## src/rtl/main_fsm_if.sv

```systemverilog
// Control bus between the multicycle main FSM and the shared-ALU /
// shared-memory RISC-V datapath. The FSM is the master: it receives the
// opcode from the instruction register and drives every control line.
interface main_fsm_if;
    logic [6:0] opcode;
    logic       PCUpdate;
    logic       Branch;
    logic       RegWrite;
    logic       MemWrite;
    logic       IRWrite;
    logic       AdrSrc;
    logic [1:0] ResultSrc;
    logic [1:0] ALUSrcA;
    logic [1:0] ALUSrcB;
    logic [1:0] ALUOp;
    logic [1:0] ImmSrc;
    logic       instr_done;
    logic       illegal;

    modport master (
        input  opcode,
        output PCUpdate, Branch, RegWrite, MemWrite, IRWrite, AdrSrc,
               ResultSrc, ALUSrcA, ALUSrcB, ALUOp, ImmSrc, instr_done, illegal
    );

    modport slave (
        output opcode,
        input  PCUpdate, Branch, RegWrite, MemWrite, IRWrite, AdrSrc,
               ResultSrc, ALUSrcA, ALUSrcB, ALUOp, ImmSrc, instr_done, illegal
    );
endinterface

```

## src/rtl/main_fsm.sv

```systemverilog
// Multicycle main control FSM for the RISC-V datapath.
// Sequences lw, sw, R-type, I-type ALU, beq and jal through fetch, decode,
// execute, memory and writeback states, with WAIT_STATES extra cycles on
// every memory access (instruction fetch, load, store).
// Optional build macro ILLEGAL_TRAP_EN: when defined, an unrecognised opcode
// parks the machine in HALT and raises the sticky illegal flag; when
// undefined, unrecognised opcodes retire as a nop from DECODE.
module main_fsm #(
    parameter int WAIT_STATES = 0
) (
    input  logic clk,
    input  logic rst,
    main_fsm_if.master bus
);

    localparam int CW = (WAIT_STATES < 1) ? 1 : $clog2(WAIT_STATES + 1);
    localparam logic [CW-1:0] LAST_CNT = CW'(WAIT_STATES);

    localparam logic [6:0] OP_LW   = 7'b0000011;
    localparam logic [6:0] OP_SW   = 7'b0100011;
    localparam logic [6:0] OP_R    = 7'b0110011;
    localparam logic [6:0] OP_I    = 7'b0010011;
    localparam logic [6:0] OP_BEQ  = 7'b1100011;
    localparam logic [6:0] OP_JAL  = 7'b1101111;

    typedef enum logic [3:0] {
        FETCH,
        DECODE,
        MEMADR,
        MEMREAD,
        MEMWB,
        MEMWRITE,
        EXECUTER,
        EXECUTEI,
        ALUWB,
        BEQ,
        JAL,
        HALT
    } state_t;

    state_t        state_q;
    state_t        state_d;
    logic [CW-1:0] cnt_q;
    logic [CW-1:0] cnt_d;
    logic          last_wait;

    logic          is_lw;
    logic          is_sw;
    logic          is_r;
    logic          is_i;
    logic          is_beq;
    logic          is_jal;
    logic          known_op;
    logic [1:0]    imm_src;

    logic          pc_update;
    logic          branch;
    logic          reg_write;
    logic          mem_write;
    logic          ir_write;
    logic          adr_src;
    logic [1:0]    result_src;
    logic [1:0]    alu_src_a;
    logic [1:0]    alu_src_b;
    logic [1:0]    alu_op;
    logic          instr_done;

    // The wait counter sits at WAIT_STATES on the final cycle of a memory access.
    assign last_wait = (cnt_q == LAST_CNT);

    // Opcode classification and immediate-format select, straight from the IR.
    always_comb begin
        is_lw   = 1'b0;
        is_sw   = 1'b0;
        is_r    = 1'b0;
        is_i    = 1'b0;
        is_beq  = 1'b0;
        is_jal  = 1'b0;
        imm_src = 2'b00;
        case (bus.opcode)
            OP_LW:  begin is_lw  = 1'b1; imm_src = 2'b00; end
            OP_SW:  begin is_sw  = 1'b1; imm_src = 2'b01; end
            OP_R:   begin is_r   = 1'b1; imm_src = 2'b00; end
            OP_I:   begin is_i   = 1'b1; imm_src = 2'b00; end
            OP_BEQ: begin is_beq = 1'b1; imm_src = 2'b10; end
            OP_JAL: begin is_jal = 1'b1; imm_src = 2'b11; end
            default: imm_src = 2'b00;
        endcase
    end

    assign known_op = is_lw | is_sw | is_r | is_i | is_beq | is_jal;

    // State register and wait counter; reset always lands in FETCH with the counter clear.
    always_ff @(posedge clk) begin
        if (rst) begin
            state_q <= FETCH;
            cnt_q   <= '0;
        end else begin
            state_q <= state_d;
            cnt_q   <= cnt_d;
        end
    end

    // Next-state logic; the counter only advances while a memory access is still waiting.
    always_comb begin
        state_d = state_q;
        cnt_d   = '0;
        case (state_q)
            FETCH: begin
                if (last_wait) begin
                    state_d = DECODE;
                end else begin
                    cnt_d = cnt_q + CW'(1);
                end
            end
            DECODE: begin
                if (is_lw || is_sw) begin
                    state_d = MEMADR;
                end else if (is_r) begin
                    state_d = EXECUTER;
                end else if (is_i) begin
                    state_d = EXECUTEI;
                end else if (is_beq) begin
                    state_d = BEQ;
                end else if (is_jal) begin
                    state_d = JAL;
                end else begin
`ifdef ILLEGAL_TRAP_EN
                    state_d = HALT;
`else
                    state_d = FETCH;
`endif
                end
            end
            MEMADR: begin
                state_d = is_sw ? MEMWRITE : MEMREAD;
            end
            MEMREAD: begin
                if (last_wait) begin
                    state_d = MEMWB;
                end else begin
                    cnt_d = cnt_q + CW'(1);
                end
            end
            MEMWB: begin
                state_d = FETCH;
            end
            MEMWRITE: begin
                if (last_wait) begin
                    state_d = FETCH;
                end else begin
                    cnt_d = cnt_q + CW'(1);
                end
            end
            EXECUTER: begin
                state_d = ALUWB;
            end
            EXECUTEI: begin
                state_d = ALUWB;
            end
            ALUWB: begin
                state_d = FETCH;
            end
            BEQ: begin
                state_d = FETCH;
            end
            JAL: begin
                state_d = ALUWB;
            end
            HALT: begin
`ifdef ILLEGAL_TRAP_EN
                state_d = HALT;
`else
                state_d = FETCH;
`endif
            end
            default: begin
                state_d = FETCH;
            end
        endcase
    end

    // Moore control decode from state and wait counter; the nop retire in DECODE is the one opcode-qualified output.
    always_comb begin
        pc_update  = 1'b0;
        branch     = 1'b0;
        reg_write  = 1'b0;
        mem_write  = 1'b0;
        ir_write   = 1'b0;
        adr_src    = 1'b0;
        result_src = 2'b00;
        alu_src_a  = 2'b00;
        alu_src_b  = 2'b00;
        alu_op     = 2'b00;
        instr_done = 1'b0;
        case (state_q)
            FETCH: begin
                adr_src    = 1'b0;
                alu_src_a  = 2'b00;
                alu_src_b  = 2'b10;
                alu_op     = 2'b00;
                result_src = 2'b10;
                if (last_wait) begin
                    ir_write  = 1'b1;
                    pc_update = 1'b1;
                end
            end
            DECODE: begin
                alu_src_a = 2'b01;
                alu_src_b = 2'b01;
                alu_op    = 2'b00;
`ifndef ILLEGAL_TRAP_EN
                instr_done = ~known_op;
`endif
            end
            MEMADR: begin
                alu_src_a = 2'b10;
                alu_src_b = 2'b01;
                alu_op    = 2'b00;
            end
            MEMREAD: begin
                adr_src    = 1'b1;
                result_src = 2'b00;
            end
            MEMWB: begin
                result_src = 2'b01;
                reg_write  = 1'b1;
                instr_done = 1'b1;
            end
            MEMWRITE: begin
                adr_src    = 1'b1;
                result_src = 2'b00;
                mem_write  = 1'b1;
                instr_done = last_wait;
            end
            EXECUTER: begin
                alu_src_a = 2'b10;
                alu_src_b = 2'b00;
                alu_op    = 2'b10;
            end
            EXECUTEI: begin
                alu_src_a = 2'b10;
                alu_src_b = 2'b01;
                alu_op    = 2'b10;
            end
            ALUWB: begin
                result_src = 2'b00;
                reg_write  = 1'b1;
                instr_done = 1'b1;
            end
            BEQ: begin
                alu_src_a  = 2'b10;
                alu_src_b  = 2'b00;
                alu_op     = 2'b01;
                result_src = 2'b00;
                branch     = 1'b1;
                instr_done = 1'b1;
            end
            JAL: begin
                alu_src_a  = 2'b01;
                alu_src_b  = 2'b10;
                alu_op     = 2'b00;
                result_src = 2'b00;
                pc_update  = 1'b1;
            end
            default: begin
            end
        endcase
    end

`ifdef ILLEGAL_TRAP_EN
    logic illegal_q;

    // Sticky trap flag: raised on the edge that enters HALT, cleared only by reset.
    always_ff @(posedge clk) begin
        if (rst) begin
            illegal_q <= 1'b0;
        end else if (state_d == HALT) begin
            illegal_q <= 1'b1;
        end
    end

    assign bus.illegal = illegal_q;
`else
    assign bus.illegal = 1'b0;
`endif

    assign bus.PCUpdate   = pc_update;
    assign bus.Branch     = branch;
    assign bus.RegWrite   = reg_write;
    assign bus.MemWrite   = mem_write;
    assign bus.IRWrite    = ir_write;
    assign bus.AdrSrc     = adr_src;
    assign bus.ResultSrc  = result_src;
    assign bus.ALUSrcA    = alu_src_a;
    assign bus.ALUSrcB    = alu_src_b;
    assign bus.ALUOp      = alu_op;
    assign bus.ImmSrc     = imm_src;
    assign bus.instr_done = instr_done;

endmodule
```

## src/flat_wrapper.sv

```systemverilog
// flat-port wrapper written by rule: the top's interface ports become plain ports
module main_fsm_flat 
#(
    parameter int WAIT_STATES = 0
)
  (clk, rst, bus_opcode, bus_PCUpdate, bus_Branch, bus_RegWrite, bus_MemWrite, bus_IRWrite, bus_AdrSrc, bus_ResultSrc, bus_ALUSrcA, bus_ALUSrcB, bus_ALUOp, bus_ImmSrc, bus_instr_done, bus_illegal);
  main_fsm_if bus_i ();
  input  logic clk;
  input  logic rst;
  input wire logic [$bits(bus_i.opcode)-1:0] bus_opcode;
  output wire logic [$bits(bus_i.PCUpdate)-1:0] bus_PCUpdate;
  output wire logic [$bits(bus_i.Branch)-1:0] bus_Branch;
  output wire logic [$bits(bus_i.RegWrite)-1:0] bus_RegWrite;
  output wire logic [$bits(bus_i.MemWrite)-1:0] bus_MemWrite;
  output wire logic [$bits(bus_i.IRWrite)-1:0] bus_IRWrite;
  output wire logic [$bits(bus_i.AdrSrc)-1:0] bus_AdrSrc;
  output wire logic [$bits(bus_i.ResultSrc)-1:0] bus_ResultSrc;
  output wire logic [$bits(bus_i.ALUSrcA)-1:0] bus_ALUSrcA;
  output wire logic [$bits(bus_i.ALUSrcB)-1:0] bus_ALUSrcB;
  output wire logic [$bits(bus_i.ALUOp)-1:0] bus_ALUOp;
  output wire logic [$bits(bus_i.ImmSrc)-1:0] bus_ImmSrc;
  output wire logic [$bits(bus_i.instr_done)-1:0] bus_instr_done;
  output wire logic [$bits(bus_i.illegal)-1:0] bus_illegal;
  assign bus_i.opcode = bus_opcode;
  assign bus_PCUpdate = bus_i.PCUpdate;
  assign bus_Branch = bus_i.Branch;
  assign bus_RegWrite = bus_i.RegWrite;
  assign bus_MemWrite = bus_i.MemWrite;
  assign bus_IRWrite = bus_i.IRWrite;
  assign bus_AdrSrc = bus_i.AdrSrc;
  assign bus_ResultSrc = bus_i.ResultSrc;
  assign bus_ALUSrcA = bus_i.ALUSrcA;
  assign bus_ALUSrcB = bus_i.ALUSrcB;
  assign bus_ALUOp = bus_i.ALUOp;
  assign bus_ImmSrc = bus_i.ImmSrc;
  assign bus_instr_done = bus_i.instr_done;
  assign bus_illegal = bus_i.illegal;
  main_fsm #(.WAIT_STATES(WAIT_STATES)) u_core (.clk(clk), .rst(rst), .bus(bus_i));
endmodule
```

## config.mk

```make
export PLATFORM = sky130hd
export DESIGN_NAME = main_fsm_flat
export DESIGN_NICKNAME = d
export VERILOG_FILES = /design/src/rtl/main_fsm_if.sv /design/src/rtl/main_fsm.sv /design/src/flat_wrapper.sv
export SDC_FILE = /design/constraint.sdc
export NUM_CORES = 1
export LEC_CHECK = 0
export CORE_MARGIN = 2
export CORE_UTILIZATION = 40
export CTS_BUF_LIST = sky130_fd_sc_hd__clkbuf_8 sky130_fd_sc_hd__clkbuf_16
export DETAILED_ROUTE_END_ITERATION = 10
export GPL_TIMING_DRIVEN = 0
export PLACE_DENSITY = 0.82
export SLEW_MARGIN = 20
export SYNTH_ARGS = -nofsm -noshare
export SYNTH_HDL_FRONTEND = slang
export SYNTH_SLANG_ARGS = --single-unit
```

## constraint.sdc

```tcl
create_clock -name clk -period 3.28 [get_ports clk]
set_input_delay 0.328 -clock clk [delete_from_list [all_inputs] [get_ports clk]]
set_output_delay 0.328 -clock clk [all_outputs]
set_load 0.01 [all_outputs]
```

-- Yosys cells after proc, flatten, opt, wreduce, memory -nomap -nowiden
Index checks and enable logic that the tools add are counted.
- add/sub/neg operators: 1
- $mul: 0
- divide/modulo/power cells: 0
- magnitude comparators: 0
- equal/unequal tests: 19
- shifts and indexed selects: 0
- muxes and demuxes: 29
- bitwise operators: 8
- reduce and logical (&&, ||, !) cells: 14
- operators by type and width (kind ; count):
    $mux 4 ; 8
    $pmux 4 s6 ; 1
    $eq 4x3->1 const B ; 4
    $pmux 2 s2 ; 4
    $reduce_or 3->1 ; 5
    $eq 7x6->1 const B ; 2
    $eq 7x7->1 const B ; 2
    $eq 4x4->1 const B ; 3
    $mux 1 ; 12
    $reduce_or 2->1 ; 5
    $eq 4x2->1 const B ; 2
    $eq 7x2->1 const B ; 1
    $eq 7x5->1 const B ; 1
    $ne 2x2->1 const B ; 3
    $pmux 2 s3 ; 1
    $or 1x1->1 ; 5
    $eq 4x1->1 const B ; 1
    $logic_not 4->1 ; 1
    $reduce_or 4->1 ; 1
    $mux 3 ; 1
    $not 1->1 ; 3
    $pmux 1 s3 ; 1
    $reduce_and 3->1 ; 1
    $pmux 1 s2 ; 1
    other kinds (2) ; 2
- register bits: 5
- latch bits: 0
- memory bits (writable): 0
- ROM bits: 0
- input port bits: 9
- output and inout bits: 18
- word-level logic and storage cells: 73
- memories: 0

-- Longest topological paths before layout
- depth in word-level cells: 9
- mapped depth: 6

-- Worst setup path after synthesis
Ideal clock, no wire load.
- kind: reg2out
- from: register u_core.state_q[2]
- to: output bus_IRWrite
- arrival time: 1.276 ns
- slack: 1.676 ns
- cell stages (with the launch flop): 4
- cells stage by stage: dfxtp_1 buf_2 nor4_1 nor2b_1
- cells in the longest elaborated chain, start to end: 2
- RTL lines (what ; RTL line ; RTL):
    start, declared ; main_fsm.sv:41 ; state_t state_q;
    start signal, assigned ; main_fsm.sv:99 ; state_q <= state_d;
    $logic_not 4->1 ; main_fsm.sv:196 ; case (state_q)
    $mux 1 ; main_fsm.sv:196 ;
    end, declared ; flat_wrapper.sv:15 ; output wire logic [$bits(bus_i.IRWrite)-1:0] bus_IRWrite;
Every way passes these cells.

-- Worst setup path after layout
- from: input bus_opcode[2]
- to: output bus_instr_done
- cells in the longest elaborated chain, start to end: 9
- elaborated cells between the ends (all ways): 19
- classes of those cells: eq/ne: 6; mux: 7; bitwise: 6
- RTL lines (what ; RTL line ; RTL):
    start, declared ; flat_wrapper.sv:10 ; input wire logic [$bits(bus_i.opcode)-1:0] bus_opcode;
    $eq 7x2->1 or $eq 7x6->1 (tied branches) ; main_fsm.sv:80 ; case (bus.opcode)
    $mux 1 ; main_fsm.sv:80 ;
    $or 1x1->1 (4 in a row) ; main_fsm.sv:91 ; assign known_op = is_lw | is_sw | is_r | is_i | is_beq | is_jal;
    $or 1x1->1 (*) ; main_fsm.sv:91 ;
    $not 1->1 (*) ; main_fsm.sv:213 ; instr_done = ~known_op;
    $pmux 1 s3 (*) ; main_fsm.sv:196 ;
    end, declared ; flat_wrapper.sv:22 ; output wire logic [$bits(bus_i.instr_done)-1:0] bus_instr_done;
Every way passes the cells marked *; elsewhere a longest branch is shown, timed or not.

==> flow_summary.toml <==
[setup_path]
slowest_stage = "clkdlybuf4s50_1"
critical_path.top_delay_family = "buffers and inverters"
worstPathMaxFanout = 5
start_kind = "input pin"
critPathBufInv = 2
path_class = "input pin to primary output"
cpPeakStageDelay_ns = 0.50
crit_chain = "clkdlybuf4s50_1 -> or3_1 -> o21ai_0 -> o22ai_1 -> clkdlybuf4s50_1"
required_ns = 2.95
worstPathArrival_ns = 2.07
cpMostUsedCell = "clkdlybuf4s50_1"
endpoint_kind = "primary output"

[cts]
cts_tree = "done"
clkTransAtPathRegs_ns = 0.04
clockBufferDepth = 2
cts_resized = 0
clock_latency_ns = 0.23
numCtsBuffers = 3
cts_sinks = 5
cts_setup_buffers = 0
htreeDepth = 1
postCtsHoldBufs = 0
root_buffer = "clkbuf_8"

[detailed_routing]
vias = 769
viasPerCell = 5.532
avgRoutedWirePerCell_um = 11.87
drc_errors = 0
drt_first_iter_violations = 14
wl_um = 1650
drtPass1Iterations = 4
detail-route-antenna-nets = 0

[sta]
fin_skew_ns = 0.008229
finalCritPeriodShare_pct = 73.22
slew_viol_final = 0
min_period_ns = 2.402
fin_tns_setup_ns = 0
fmax_mhz = 416.4
rsz0062_at_grt = "no"
hold_viol = 0
setup_viol = 0

[place]
dp_hpwl_um = 1240
portBuffers = 25
place_area_um2 = 892.1
gp_congestion = 0.8647

[cells_and_area]
nNetsFinal = 133
mostFrequentLayoutCells = "clkdlybuf4s50_1 (25), nor2_1 (12), a21oi_1 (9), o21ai_0 (7)"
syn_to_final_growth_pct = 51.62
drive_gt1_share_pct = 11.38
layout_commonest_cell = "clkdlybuf4s50_1"
insertedDiodeCount = 0
finalInstanceArea_um2 = 937.1

[pwr]
p_leak_nw = 0.3347
power_mw = 0.2465
powerDensity_nw_per_um2 = 263.0
ir_drop_uv = 233.6

[synth]
synth_compound_area_share_pct = 28.54
syn-instance-count = 93
syn_area_um2 = 618.1
yosysWarnings = 0
ys_ff_latch = 5
synth-simple-area-share_pct = 42.91
synthMuxAreaShare_pct = 0
ys_types = 32
avgSynthCellArea_um2 = 6.646
synth_fa_ha_area_share_pct = 0
synthXorXnorAreaFrac_pct = 2.834
yosysSeqAreaShare_pct = 16.19
synth_top_family_by_area = "simple AND/OR/NAND/NOR gates"

[floorplan]
start_util_pct = 42.01
die_w_um = 43.31
die_y_um = 43.31
io_pins = 27
placementRows = 14
core_area_um2 = 1471
dieArea_um2 = 1876

[min_path]
min_path_type = "register to register"

[outcome]
status = "complete, no violations"

[global_route]
grt_max_degree = 11
grt_pass1_wl_um = 2594
track_usage_pct = 18.17
grt_pass1_vias = 645
antenna_found_initial = 0
globalRouteOverflowTotal = 0

[flow_run]
drv_cap = 0
through the flow:
stage / std cells / worst slack, ns / util, % / hold WS (ns)
6_report: 139 / 0.8783 / 63.69 / 0.7450
5_1_grt: 139 / 0.7793 / 63.69 / 0.7854
4_1_cts: 139 / 0.8813 / 63.69 / 0.7390
3_5_place_dp: 135 / 0.8819 / 60.63 / 0.7428
3_3_place_gp: 135 / 0.8969 / 60.63 / 0.7448
2_1_floorplan: 94 / 1.676 / - / 0.3971
worst register-to-register path, stage by stage, from the launching register on:
cell and delay (ns):
dfxtp_1 0.30, clkbuf_1 0.19, nand2b_1 0.30, nor4_1 0.33, a21oi_1 0.09, a211oi_1 0.22
final cells by class:
class	count	area (um^2)
Buffer	10	51.30
Clock buffer	3	41.29
Clock inverter	1	3.754
Fill cell	158	534.3
Inverter	1	3.754
Multi-Input combinational cell	78	466.7
Sequential cell	5	100.1
Tap cell	16	20.02
Timing Repair Buffer	25	250.2
per-layer routing:
layer | share of wire (%) | GRT usage, %
met5 | 0 | 0
met4 | 1.4 | 9.091
met3 | 6.4 | 2.553
met2 | 49 | 31.94
met1 | 44 | 21.23
path summary, 6_finish.rpt:
kind	endpoint	cells past startpoint	slack, ns	startpoint
worst min-delay path	u_core.state_q[1]$_SDFFE_PP0P_	3	0.74	u_core.state_q[2]$_SDFFE_PP0P_
worst min register to register	u_core.state_q[1]$_SDFFE_PP0P_	3	0.74	u_core.state_q[2]$_SDFFE_PP0P_
worst max-delay path	bus_instr_done	5	0.88	bus_opcode[2]
worst max register to register	u_core.state_q[0]$_SDFFE_PP0P_	5	1.77	u_core.state_q[1]$_SDFFE_PP0P_
report_power, final:
part | internal (mW) | switching, mW
Combinational | 0.0350 | 0.0312
Clock | 0.0807 | 0.0355
Sequential | 0.0629 | 0.00135
Total | 0.179 | 0.0680
sequential cells by signal, indices dropped and copies added, names as in the netlist:
register	cells
u_core.state_q	4
u_core.cnt_q	1
cells by family (layout without fill, tap and decap cells):
family,after synthesis,after routing
AOI/OAI and AO/OA,28,28
xor gates and xnor gates,2,2
buffers and inverters,11,40
DFF,5,5
other,1,2
and+or+nand+nor,46,46
synth_stat cells:
master,instances,share of area (%)
nor2_1,12,7.3
a21oi_1,9,7.3
o21ai_0,7,5.7
buf_2,5,4.0
dfxtp_1,5,16
nand2_1,5,3.0
nand2b_1,5,5.1
nor2b_1,5,5.1
a211oi_1,4,4.9
clkbuf_1,3,1.8
nor3_1,3,2.4
a2bb2oi_1,2,2.8
buf_4,2,2.4
nand3_1,2,1.6
nand3b_1,2,2.4
nand4_1,2,2.0
nor3b_1,2,2.4
nor4_1,2,2.0
o22ai_1,2,2.0
or3_1,2,2.0
a211oi_2,1,2.0
a21o_2,1,1.4
a22oi_1,1,1.2
and4bb_2,1,2.0
conb_1,1,0.61
inv_1,1,0.61
nand4b_1,1,1.4
nor3_4,1,2.6
o31ai_1,1,1.2
or3b_1,1,1.4
xnor2_1,1,1.4
xor2_1,1,1.4
Power figures use the tool's default switching activity.
